===== src/rtl/program_loader.sv =====
// program_loader: boot sequencer that streams a program image into mainMem,
// releases the fetch stall, runs a fixed warm-up, then issues the loaded words.
// Ports: clock/reset (sync, active-high); start; load_valid/load_data/
//   load_last/load_ready stream; mem_busy and mem_* memory request outputs;
//   fetch_pc/fetch_acc_size in; stall, pc, pc_decode, valid_insn to the core;
//   word_count, issue_count, done, error status.
// Optional: define LOADER_CHECKSUM_EN to add checksum out / expected_sum in.
module program_loader #(
   parameter int                ADDR_W        = 32,
   parameter int                DATA_W        = 32,
   parameter logic [ADDR_W-1:0] START_ADDRESS = 32'h80020000,
   parameter int                WORD_BYTES    = 4,
   parameter int                MAX_WORDS     = 1024,
   parameter int                WARMUP_CYCLES = 2,
   localparam int               CNT_W         = $clog2(MAX_WORDS+1)
) (
   input  logic              clock,
   input  logic              reset,
   input  logic              start,
   input  logic              load_valid,
   input  logic [DATA_W-1:0] load_data,
   input  logic              load_last,
   output logic              load_ready,
   input  logic              mem_busy,
   output logic [ADDR_W-1:0] mem_addr,
   output logic [DATA_W-1:0] mem_data_in,
   output logic              mem_wren,
   output logic              mem_enable,
   output logic [1:0]        mem_acc_size,
   input  logic [ADDR_W-1:0] fetch_pc,
   input  logic [1:0]        fetch_acc_size,
   output logic              stall,
   output logic [ADDR_W-1:0] pc,
   output logic [ADDR_W-1:0] pc_decode,
   output logic              valid_insn,
   output logic [CNT_W-1:0]  word_count,
   output logic [CNT_W-1:0]  issue_count,
`ifdef LOADER_CHECKSUM_EN
   input  logic [DATA_W-1:0] expected_sum,
   output logic [DATA_W-1:0] checksum,
`endif
   output logic              done,
   output logic              error
);

   localparam int WCNT_W = $clog2(WARMUP_CYCLES+1);

   typedef enum logic [2:0] {
      IDLE, LOAD, WARMUP, RUN, DONE, ERROR
   } state_t;

   state_t            state, next;
   logic              write;
   logic              start_load;
   logic              sum_ok;
   logic [WCNT_W-1:0] wcnt;

`ifdef LOADER_CHECKSUM_EN
   logic [DATA_W-1:0] sum_next;
   assign sum_next = checksum + load_data;
   assign sum_ok   = (sum_next == expected_sum);
`else
   assign sum_ok = 1'b1;
`endif

   assign mem_enable = 1'b1;
   assign stall      = !(state == WARMUP || state == RUN);
   assign valid_insn = (state == RUN);
   assign start_load = start && (state == IDLE || state == DONE);

   always_ff @(posedge clock) begin
      if (reset) state <= IDLE;
      else       state <= next;
   end

   always_comb begin
      next       = state;
      write      = 1'b0;
      load_ready = 1'b0;
      unique case (state)
         IDLE: if (start) next = LOAD;
         LOAD: begin
            // reset gates ready so a beat coinciding with reset is dropped
            load_ready = !mem_busy && !reset;
            if (load_valid && load_ready) begin
               if (word_count == CNT_W'(MAX_WORDS)) begin
                  next = ERROR;
               end else begin
                  write = 1'b1;
                  if (load_last) next = sum_ok ? WARMUP : ERROR;
               end
            end
         end
         WARMUP: if (wcnt == WCNT_W'(WARMUP_CYCLES-1)) next = RUN;
         RUN: if (issue_count == word_count - 1'b1) next = DONE;
         DONE: if (start) next = LOAD;
         ERROR: next = ERROR;
         default: next = IDLE;
      endcase
   end

   always_ff @(posedge clock) begin
      if (reset) begin
         mem_addr     <= START_ADDRESS;
         mem_data_in  <= '0;
         mem_wren     <= 1'b0;
         mem_acc_size <= 2'b00;
         pc           <= START_ADDRESS;
         pc_decode    <= START_ADDRESS;
         word_count   <= '0;
         issue_count  <= '0;
         wcnt         <= '0;
         done         <= 1'b0;
         error        <= 1'b0;
`ifdef LOADER_CHECKSUM_EN
         checksum     <= '0;
`endif
      end else begin
         if (start_load) begin
            mem_addr    <= START_ADDRESS;
            mem_wren    <= 1'b0;
            word_count  <= '0;
            issue_count <= '0;
            done        <= 1'b0;
`ifdef LOADER_CHECKSUM_EN
            checksum    <= '0;
`endif
         end
         if (write) begin
            mem_wren     <= 1'b1;
            mem_data_in  <= load_data;
            mem_acc_size <= 2'b00;
            mem_addr     <= START_ADDRESS +
                            ADDR_W'(WORD_BYTES) * ADDR_W'(word_count);
            word_count   <= word_count + 1'b1;
`ifdef LOADER_CHECKSUM_EN
            checksum     <= sum_next;
`endif
         end else if (state == LOAD) begin
            mem_wren <= 1'b0;
         end
         // fetch drives the memory port once the image is in place
         if (state == WARMUP || state == RUN) begin
            mem_wren     <= 1'b0;
            mem_acc_size <= fetch_acc_size;
            mem_addr     <= fetch_pc;
            pc           <= fetch_pc;
            pc_decode    <= pc;
         end
         if (state == WARMUP) wcnt <= wcnt + 1'b1;
         else                 wcnt <= '0;
         if (state == RUN) issue_count <= issue_count + 1'b1;
         if (state == RUN && next == DONE) done <= 1'b1;
         if (next == ERROR) error <= 1'b1;
      end
   end

endmodule

===== config.mk =====
export PLATFORM = sky130hd
export DESIGN_NAME = program_loader
export DESIGN_NICKNAME = d
export VERILOG_FILES = /design/src/rtl/program_loader.sv
export SDC_FILE = /design/constraint.sdc
export NUM_CORES = 1
export LEC_CHECK = 0
export BUFFER_PORTS_ARGS = -buffer_cell sky130_fd_sc_hd__buf_2
export CORE_MARGIN = 8
export CORE_UTILIZATION = 49
export CTS_CLUSTER_DIAMETER = 150
export CTS_CLUSTER_SIZE = 20
export DETAILED_ROUTE_END_ITERATION = 8
export GPL_ROUTABILITY_DRIVEN = 0
export GPL_TIMING_DRIVEN = 0
export PLACE_DENSITY = 0.77
export SYNTH_ARGS = -nofsm -noshare
export SYNTH_HDL_FRONTEND = slang
export SYNTH_SLANG_ARGS = --single-unit
export TNS_END_PERCENT = 30

===== constraint.sdc =====
create_clock -name clock -period 3.23 [get_ports clock]
set_input_delay 0.646 -clock clock [delete_from_list [all_inputs] [get_ports clock]]
set_output_delay 0.646 -clock clock [all_outputs]
set_load 0.005 [all_outputs]

# [Yosys cells after proc, flatten, opt, wreduce, memory -nomap -nowiden]
# Index checks and enable logic that the tools add are counted.
[totals] mem_count=0 input_bits=72 mem_bits_ro=0 output_inout_bits=159 latch_bits=0 word_cells=70 ramBits=0 ff_bits=160
[classes] bitwise_logic=1 div_mod_pow=0 multipliers=0 n_mux=23 n_eq_ne=10 n_shift=0 magnitude_cmp=0 n_reduce_logical=19 n_addsub=5
[op_table] op="32-bit two-way mux" count=3
[op_table] op="11-bit two-way mux" count=3
[op_table] op="32-bit by 13-bit adder with 32-bit output, first input constant" count=1
[op_table] op="11-bit by 1-bit adder with 11-bit output, second input constant" count=2
[op_table] op="3-bit two-way mux" count=6
[op_table] op="3-bit case mux with 5 select lines" count=1
[op_table] op="3-bit == test, second input constant" count=4
[op_table] op="11-bit == test" count=1
[op_table] op="11-bit == test, second input constant" count=1
[op_table] op="11-bit by 1-bit subtractor with 11-bit output, second input constant" count=1
[op_table] op="1-bit two-way mux" count=8
[op_table] op="2-bit nonzero test" count=4
[op_table] op="3-bit by 2-bit == test with 1-bit output, second input constant" count=2
[op_table] op="3-bit nonzero test" count=2
[op_table] op="2-bit OR reduction" count=3
[op_table] op="1-bit logical AND" count=4
[op_table] op="2-bit two-way mux" count=2
[op_table] op="3-bit by 1-bit == test with 1-bit output, second input constant" count=1
[op_table] op="1-bit logical NOT" count=3
[op_table] op="3-bit logical NOT" count=1
[op_table] op="2-bit by 1-bit adder with 2-bit output, second input constant" count=1
[op_table] op="2-bit by 1-bit == test with 1-bit output, second input constant" count=1
[op_table] op="1-bit logical OR" count=2
[op_table] op="1-bit NOT" count=1

# [Longest topological paths before layout]
# Gate-level depths: netlist of the first run.
[logic_depth] ltp_word=8 ltp_mapped=11

# [Least setup slack after synthesis of the first run]
# Ideal clock, no wire load.
[synth_path] kind="reg-to-reg" startpoint="register word_count[0]" endpoint="register state[0]" slack_ps=786 required_ps=3113 arrival_time_ps=2326 period_less_slack_ps=2444 setup_ps=117 path_stages_with_launch=11 cell_sequence="dfxtp_1 -> clkbuf_1 -> inv_1 -> ha_1 -> nor3b_4 -> nand2b_1 -> o32ai_1 -> a221oi_1 -> a2111oi_1 -> nand3_1 -> a32o_1"
[synth_via] elab_chain_len=4
[synth_lines] element="from (decl)" line_no="36" text="output logic [CNT_W-1:0] word_count,"
[synth_lines] element="from (signal assigned)" line_no="135" text="word_count <= word_count + 1'b1;"
[synth_lines] element="11-bit by 1-bit subtractor with 11-bit output or 11-bit == test (tied branches)" line_no="95, 86"
[synth_lines] element="11-bit == test or 3-bit two-way mux (tied branches)" line_no="95, 86"
[synth_lines] element="3-bit two-way mux, on equally long branches" line_no="95, 85"
[synth_lines] element="3-bit case mux with 5 select lines (*)" line_no="80" text="unique case (state)"
[synth_lines] element="to (signal assigned)" line_no="73" text="else state <= next;"
[synth_lines] element="to (decl)" line_no="52" text="state_t state, next;"
# Mark *: on every way between the ends. The rest lies on a longest branch, timed or not.
# A chain may end at the register's enable or synchronous reset.

# [Final worst setup path of the first run]
[layout_path] startpoint="register word_count[0]" endpoint="register mem_addr[26]"
[layout_via] elab_chain_len=6
[layout_lines] element="branches (longest 6 deep; another with 32-bit by 13-bit adder with 32-bit output)"
[layout_lines] element="to (signal assigned)" line_no="133" text="mem_addr <= START_ADDRESS +"
[layout_lines] element="to (signal assigned)" line_no="146" text="mem_addr <= fetch_pc;"
[layout_lines] element="to (decl)" line_no="25" text="output logic [ADDR_W-1:0] mem_addr,"
# Several ways; the timed one is not identified.

==> results.md, run 1 <==
- DR vias: 6,347
- Setup total negative slack: 0 ps
- Largest net degree at the start of global routing: 17
- Hold Violations, Final: 0
- Core Box Area: 12,500 sq um
- Multi-input gate area: 2790 sq um
- Cts hold-fix bufs: 0
- CP Buf/Inv Count: 3
- Nets@finish: 1,093
- Final wirelength: 20.5 mm
- Leakage: 3.56 nW
- TritonCTS buffer count: 17
- Worst slew pin tran: 675 ps
- Detailed Route Iter0 Violations: 461
- Kind of cell adding the most delay to the critical path: simple AND/OR/NAND/NOR gates
- Cell Chain, Critical Path: clkbuf_1 -> inv_1 -> ha_1 -> nor3b_4 -> nand4_1 -> nand2_1 -> nand2_2 -> nor2_4 -> buf_2 -> a22o_1
- Number of synthesized flops with an enable pin: 0
- Average routed wire per standard cell: 17.0 um
- Slew Limit Fails: 0
- Net Sw Frac: 23.8%
- Ys Warns: 0
- Power Density: 512 nW/um^2
- Initial Util: 49.9%
- Synthesized cell area: 6250 sq um
- CP Launch Type: register
- Unrepaired setup endpoints after global routing: false
- Synthesized netlist net count: 845
- Later-pin clock latency in the skew report: 430 ps
- I/O pin cnt: 231
- WS Path Type: register to register
- Cell count after synthesis: 769
- Status: finished, final reports clean
- First-pass GRT wire length: 30.7 mm
- IO buf count: 229
- Reg power frac: 47.9%
- Sequential share of the synthesized area: 51.3%
- Reg area: 3200 sq um
- Primary FF master, synth: dfxtp_1
- WP data arrival: 3330 ps
- Synthesized area per cell: 8.13 sq um
- Final setup fails: 0
- Commonest non-fill, non-tap cells in the layout: buf_2 (235), nand2_1 (227), dfxtp_1 (160)
- GRT Util Overall: 23.7%
- Remaining DRCs: 0
- VDD IR-drop max: 0.000276 V
- Critical-path maximum fanout: 10
- Slowest CP cell: nor3b_4
- DR vias/cell: 5.28
- Clock skew: 9.22 ps
- Die Footprint: 16,600 sq um
- CTS Sinks: 160
- Die Y: 129 um
- Maxcap violations: 0
- Core Rows: 41
- Root buffer cell: clkbuf_16
- GRT overflow: 0
- Asr flop ratio synth: 0%
- Post-synth cell types: 51
- Yosys reg bits: 160
- CTS tree: built
- Final Hold Slack: 436 ps
- Worst Setup End Kind: register
- Required @ worst endpoint: 3600 ps
- Vias in the first global route: 5,745
- Utilization after layout: 65.6%
- Final critical-path share of the clock period: 91.6%
- Area grow syn2layout: 31.3%
- Psw: 1.00 mW
- Antenna violations before repair: 1
- # fillers: 1,150
- Chip Width: 129 um
- Post-DP HPWL: 15.6 mm
- Clock period minus worst slack: 2960 ps
- Rel. slew slack: 55.0%
- Clock share of power: 46.6%
- Pint: 3.20 mW
- Post-DRT Antenna Nets: 0
- Most common cell after layout, fill and taps aside: buf_2
- Gate power share: 5.6%
- 1st-pass router iterations: 6
- F_max: 0.338 GHz
- # Post-CTS Setup Buffers: 0
- Max incr delay on CP: 430 ps
- Overall Power: 4.20 mW
- H-tree depth: 4
- CTS clk-pin slew, worst paths: 70 ps
- Share of layout cells above drive strength 1: 27.6%
- Clock Path Buffers: 2
- Worst Hold Class: register to register
## what timing repair did
action                                  CTS  global route
endpoints found under the setup margin    0            21
gates resized for setup                   0             4
hold endpoints to repair                  0             0
## cells by family (layout without fill, tap and decap cells)
family	Yosys count	after routing	share of synthesized area (%)
AOI/OAI and AO/OA	186	186	17.7
xor gates and xnor gates	17	17	2.38
DFF	160	160	51.3
muxes	6	6	1.06
buffers and inverters	66	327	4.27
other	1	2	0.0600
adders and majority gates	4	4	0.801
and+or+nand+nor	329	329	22.4
## power by group through the flow
stage | Sequential [mW] | Combinational, mW | Clock [mW]
floorplan | 2.06 | 0.110 | 0
global placement | 2.05 | 0.231 | 0
detailed placement | 2.05 | 0.232 | 0
CTS | 2.01 | 0.233 | 1.98
global route | 2.01 | 0.256 | 2.07
finish | 2.01 | 0.234 | 1.96
## final cells by class
| class | instances | share of cell area, % |
|---|---|---|
| sequential | 160 | 39.0 |
| multi-input combinational | 543 | 34.0 |
| timing repair buffer | 229 | 14.0 |
| clock buffer | 19 | 5.52 |
| buffer | 57 | 2.85 |
| tap | 172 | 2.62 |
| clock inverter | 13 | 1.60 |
| inverter | 9 | 0.412 |
| antenna | 1 | 0.0305 |
## sequential cells by signal (all words and copies together), names as in the netlist
| name | cells |
|---|---|
| mem_addr | 32 |
| mem_data_in | 32 |
| pc | 32 |
| pc_decode | 32 |
| issue_count | 11 |
| word_count | 11 |
| state | 3 |
| mem_acc_size | 2 |
| wcnt | 2 |
| done | 1 |
| error | 1 |
| mem_wren | 1 |
## Yosys cell counts, types with 4 or more instances
cell,count,area [sq um]
nand2_1,227,852
nor2b_1,4,25.0
nand4_1,5,31.3
xnor2_1,9,78.8
and3_1,5,31.3
dfxtp_1,160,3200
xor2_1,8,70.1
a211oi_1,8,60.1
ha_1,4,50.1
mux2_2,4,45.0
a31oi_1,6,37.5
a22o_1,19,166
inv_1,7,26.3
a21oi_1,113,566
nor3_1,9,45.0
nand3_1,12,60.1
nor2_1,46,173
nand3b_1,5,37.5
buf_2,6,30.0
clkbuf_1,45,169
o21ai_0,19,95.1
## worst reg2reg max path, delay by kind of cell (launching register included)
kind	cells	cell delay, ps
simple gates	5	1510
flops	1	330
compound gates	1	180
fa+ha+maj	1	220
buf+inv	3	650
## metal layers
metal  track usage, %  vias to the layer above  wire [um]
met5                0                        -          8
met4             8.91                        2        334
met3             9.35                       26       2280
met2             37.9                      297       9570
met1             28.2                     2926       8280
li1                 -                     3096          -
## final timing paths
kind                               end  cells after the start                       start  slack (ps)
min                 wcnt[0]$_SDFF_PP0_                      1          wcnt[0]$_SDFF_PP0_         440
max          mem_addr[26]$_SDFFE_PP0P_                     10  word_count[0]$_SDFFE_PP0P_         270
max reg2reg  mem_addr[26]$_SDFFE_PP0P_                     10  word_count[0]$_SDFFE_PP0P_         270
min reg2reg         wcnt[0]$_SDFF_PP0_                      1          wcnt[0]$_SDFF_PP0_         440
## stage by stage
step	setup slack [ps]	std cells	instance area (sq um)
2_1_floorplan	786	769	6250
3_3_place_gp	222	1170	7610
3_5_place_dp	162	1170	7610
4_1_cts	127	1202	8190
5_1_grt	21.5	1202	8200
6_report	271	1203	8210
Note: power is estimated with default switching activity, not from simulation.
==> inputs of run 2 (changes only) <==
Settings changed: CORE_UTILIZATION 49 to 53, PLACE_DENSITY 0.77 to 0.83.
Clock period 3.23 ns to 3.7 ns, I/O delays scaled along.
==> run 2 against run 1 <==
Against the previous run: critical path depth decreased by 5; combinational power is 12% lower; core utilization up 5.5 points; count of clock-buffer cells in the layout is the same; cell area shrank 0.66%; non-clock buffer count unchanged; register-to-register slack better by 310 ps; critical endpoint is now stall; largest cell class unchanged; highest routed layer is now met4.
==> results.md, run 2 (synthesis gave the netlist of run 1 again) <==
- Status: finished, final reports clean
- TritonCTS buffer count: 17
- Die Y: 125 um
- Final wirelength: 20.4 mm
- Remaining DRCs: 0
- First-pass GRT wire length: 31.7 mm
- Clock period minus worst slack: 3170 ps
- Final critical-path share of the clock period: 85.6%
- # fillers: 933
- Clock Path Buffers: 2
- Nets@finish: 1,093
- Antenna violations before repair: 2
- DR vias/cell: 5.48
- Final setup margin: 533 ps
- Hold_sp: wcnt[0]$_SDFF_PP0_
- I/O pin cnt: 231
- Power Density: 448 nW/um^2
- GRT Util Overall: 25.1%
- Reg power frac: 48.1%
- Root buffer cell: clkbuf_16
- Most common cell after layout, fill and taps aside: buf_2
- Setup crit start: state[1]$_SDFF_PP0_
- Largest net degree at the start of global routing: 17
- CP endpoint: stall
- Clock share of power: 46.3%
- Commonest non-fill, non-tap cells in the layout: buf_2 (235), nand2_1 (227), dfxtp_1 (160)
- IO buf count: 229
- Post-DP HPWL: 15.3 mm
- Chip Width: 125 um
- Pre-CTS WS: 704 ps
- Unrepaired setup endpoints after global routing: false
- Maxcap violations: 0
- CTS resizes: 0
- CTS Sinks: 160
- Reg area: 3200 sq um
- Die Footprint: 15,500 sq um
- H-tree depth: 4
- Pint: 2.78 mW
- CTS tree: built
- Setup total negative slack: 0 ps
- Required @ worst endpoint: 2960 ps
- Average routed wire per standard cell: 17.4 um
- Psw: 0.876 mW
- Cts hold-fix bufs: 0
- Final setup fails: 0
- F_max: 0.316 GHz
- Slew Limit Fails: 0
- R2R Path End: mem_addr[28]$_SDFFE_PP0P_
- 1st-pass router iterations: 6
- WS Path Type: register to primary output
- Worst Hold Class: register to register
- Leakage: 3.57 nW
- Later-pin clock latency in the skew report: 430 ps
- Area grow syn2layout: 30.5%
- Multi-input gate area: 2780 sq um
- Clock skew: 8.10 ps
- CTS clk-pin slew, worst paths: 60 ps
- Post-DRT Antenna Nets: 0
- Gate power share: 5.6%
- GRT overflow: 0
- # Post-CTS Setup Buffers: 0
- VDD IR-drop max: 0.000391 V
- WP data arrival: 2430 ps
- Net Sw Frac: 24.0%
- Core Box Area: 11,500 sq um
- RR Startpoint: word_count[0]$_SDFFE_PP0P_
- Worst reg2reg setup slack: 580 ps
- Worst slew pin tran: 716 ps
- CP Launch Type: register
- Share of layout cells above drive strength 1: 27.3%
- Hold Violations, Final: 0
- Initial Util: 54.5%
- Worst R2R Path Depth: 10
- Core Rows: 39
- Rel. slew slack: 52.3%
- Critical-path maximum fanout: 10
- Detailed Route Iter0 Violations: 698
- Worst Setup End Kind: primary output
- Vias in the first global route: 6,072
- DR vias: 6,442
-- run 2: cell count changes in the layout (fill, tap and decap cells not counted) --
cell and delta:
diode_2 +1, clkinvlp_4 -3, nor2_1 +1, inv_8 +1, clkbuf_2 -1, clkbuf_8 -1
clkinv_2 +2, nor2_4 -1, clkbuf_1 +2
-- run 2: area by class of cell --
class	instances	share of cell area [%]
clock inverter	13	1.60
clock buffer	19	5.43
tap	143	2.19
antenna	2	0.0614
multi-input combinational	543	34.1
timing repair buffer	229	14.1
inverter	9	0.414
buffer	57	2.85
sequential	160	39.3
-- run 2: metrics by stage --
stage | instance area (sq um) | util, % | power [mW] | instances | hold slack (ps)
2_1_floorplan | 6250 | - | 1.89 | 769 | 408
3_3_place_gp | 7570 | 66.0 | 1.99 | 1141 | 424
3_5_place_dp | 7570 | 66.0 | 2.00 | 1141 | 432
4_1_cts | 8150 | 71.0 | 3.67 | 1173 | 446
5_1_grt | 8150 | 71.1 | 3.75 | 1175 | 465
6_report | 8150 | 71.1 | 3.65 | 1175 | 448
-- run 2: worst min-delay path by stage --
| stage | cells past startpoint | endpoint | slack, ps |
|---|---|---|---|
| floorplan | 1 | wcnt[0]$_SDFF_PP0_ | 410 |
| global placement | 1 | wcnt[0]$_SDFF_PP0_ | 420 |
| detailed placement | 1 | wcnt[0]$_SDFF_PP0_ | 430 |
| CTS | 1 | wcnt[0]$_SDFF_PP0_ | 450 |
| global route | 2 | pc_decode[5]$_SDFFE_PP0N_ | 460 |
| finish | 1 | wcnt[0]$_SDFF_PP0_ | 450 |
-- run 2: layer usage --
metal | global-route usage [%] | share of wire (%) | up-vias
met5 | 0 | 0 | -
met4 | 8.72 | 2.5 | 0
met3 | 11.4 | 11 | 39
met2 | 40.8 | 46 | 320
met1 | 28.5 | 40 | 2989
li1 | - | - | 3094
-- run 2: power groups by stage --
stage          Sequential (mW)  Clock, mW  Combinational, mW
3_5_place_dp              1.79          0              0.201
4_1_cts                   1.76       1.71              0.203
6_report                  1.76       1.69              0.205
2_1_floorplan             1.79          0             0.0958
5_1_grt                   1.76       1.77              0.223
3_3_place_gp              1.79          0              0.199
-- run 2: worst max-delay path, stage by stage, from the launching register on --
cell	delay [ps]
dfxtp_1	480
inv_1	130
nor2_1	530
clkinv_1	330
clkbuf_1	320
buf_2	210
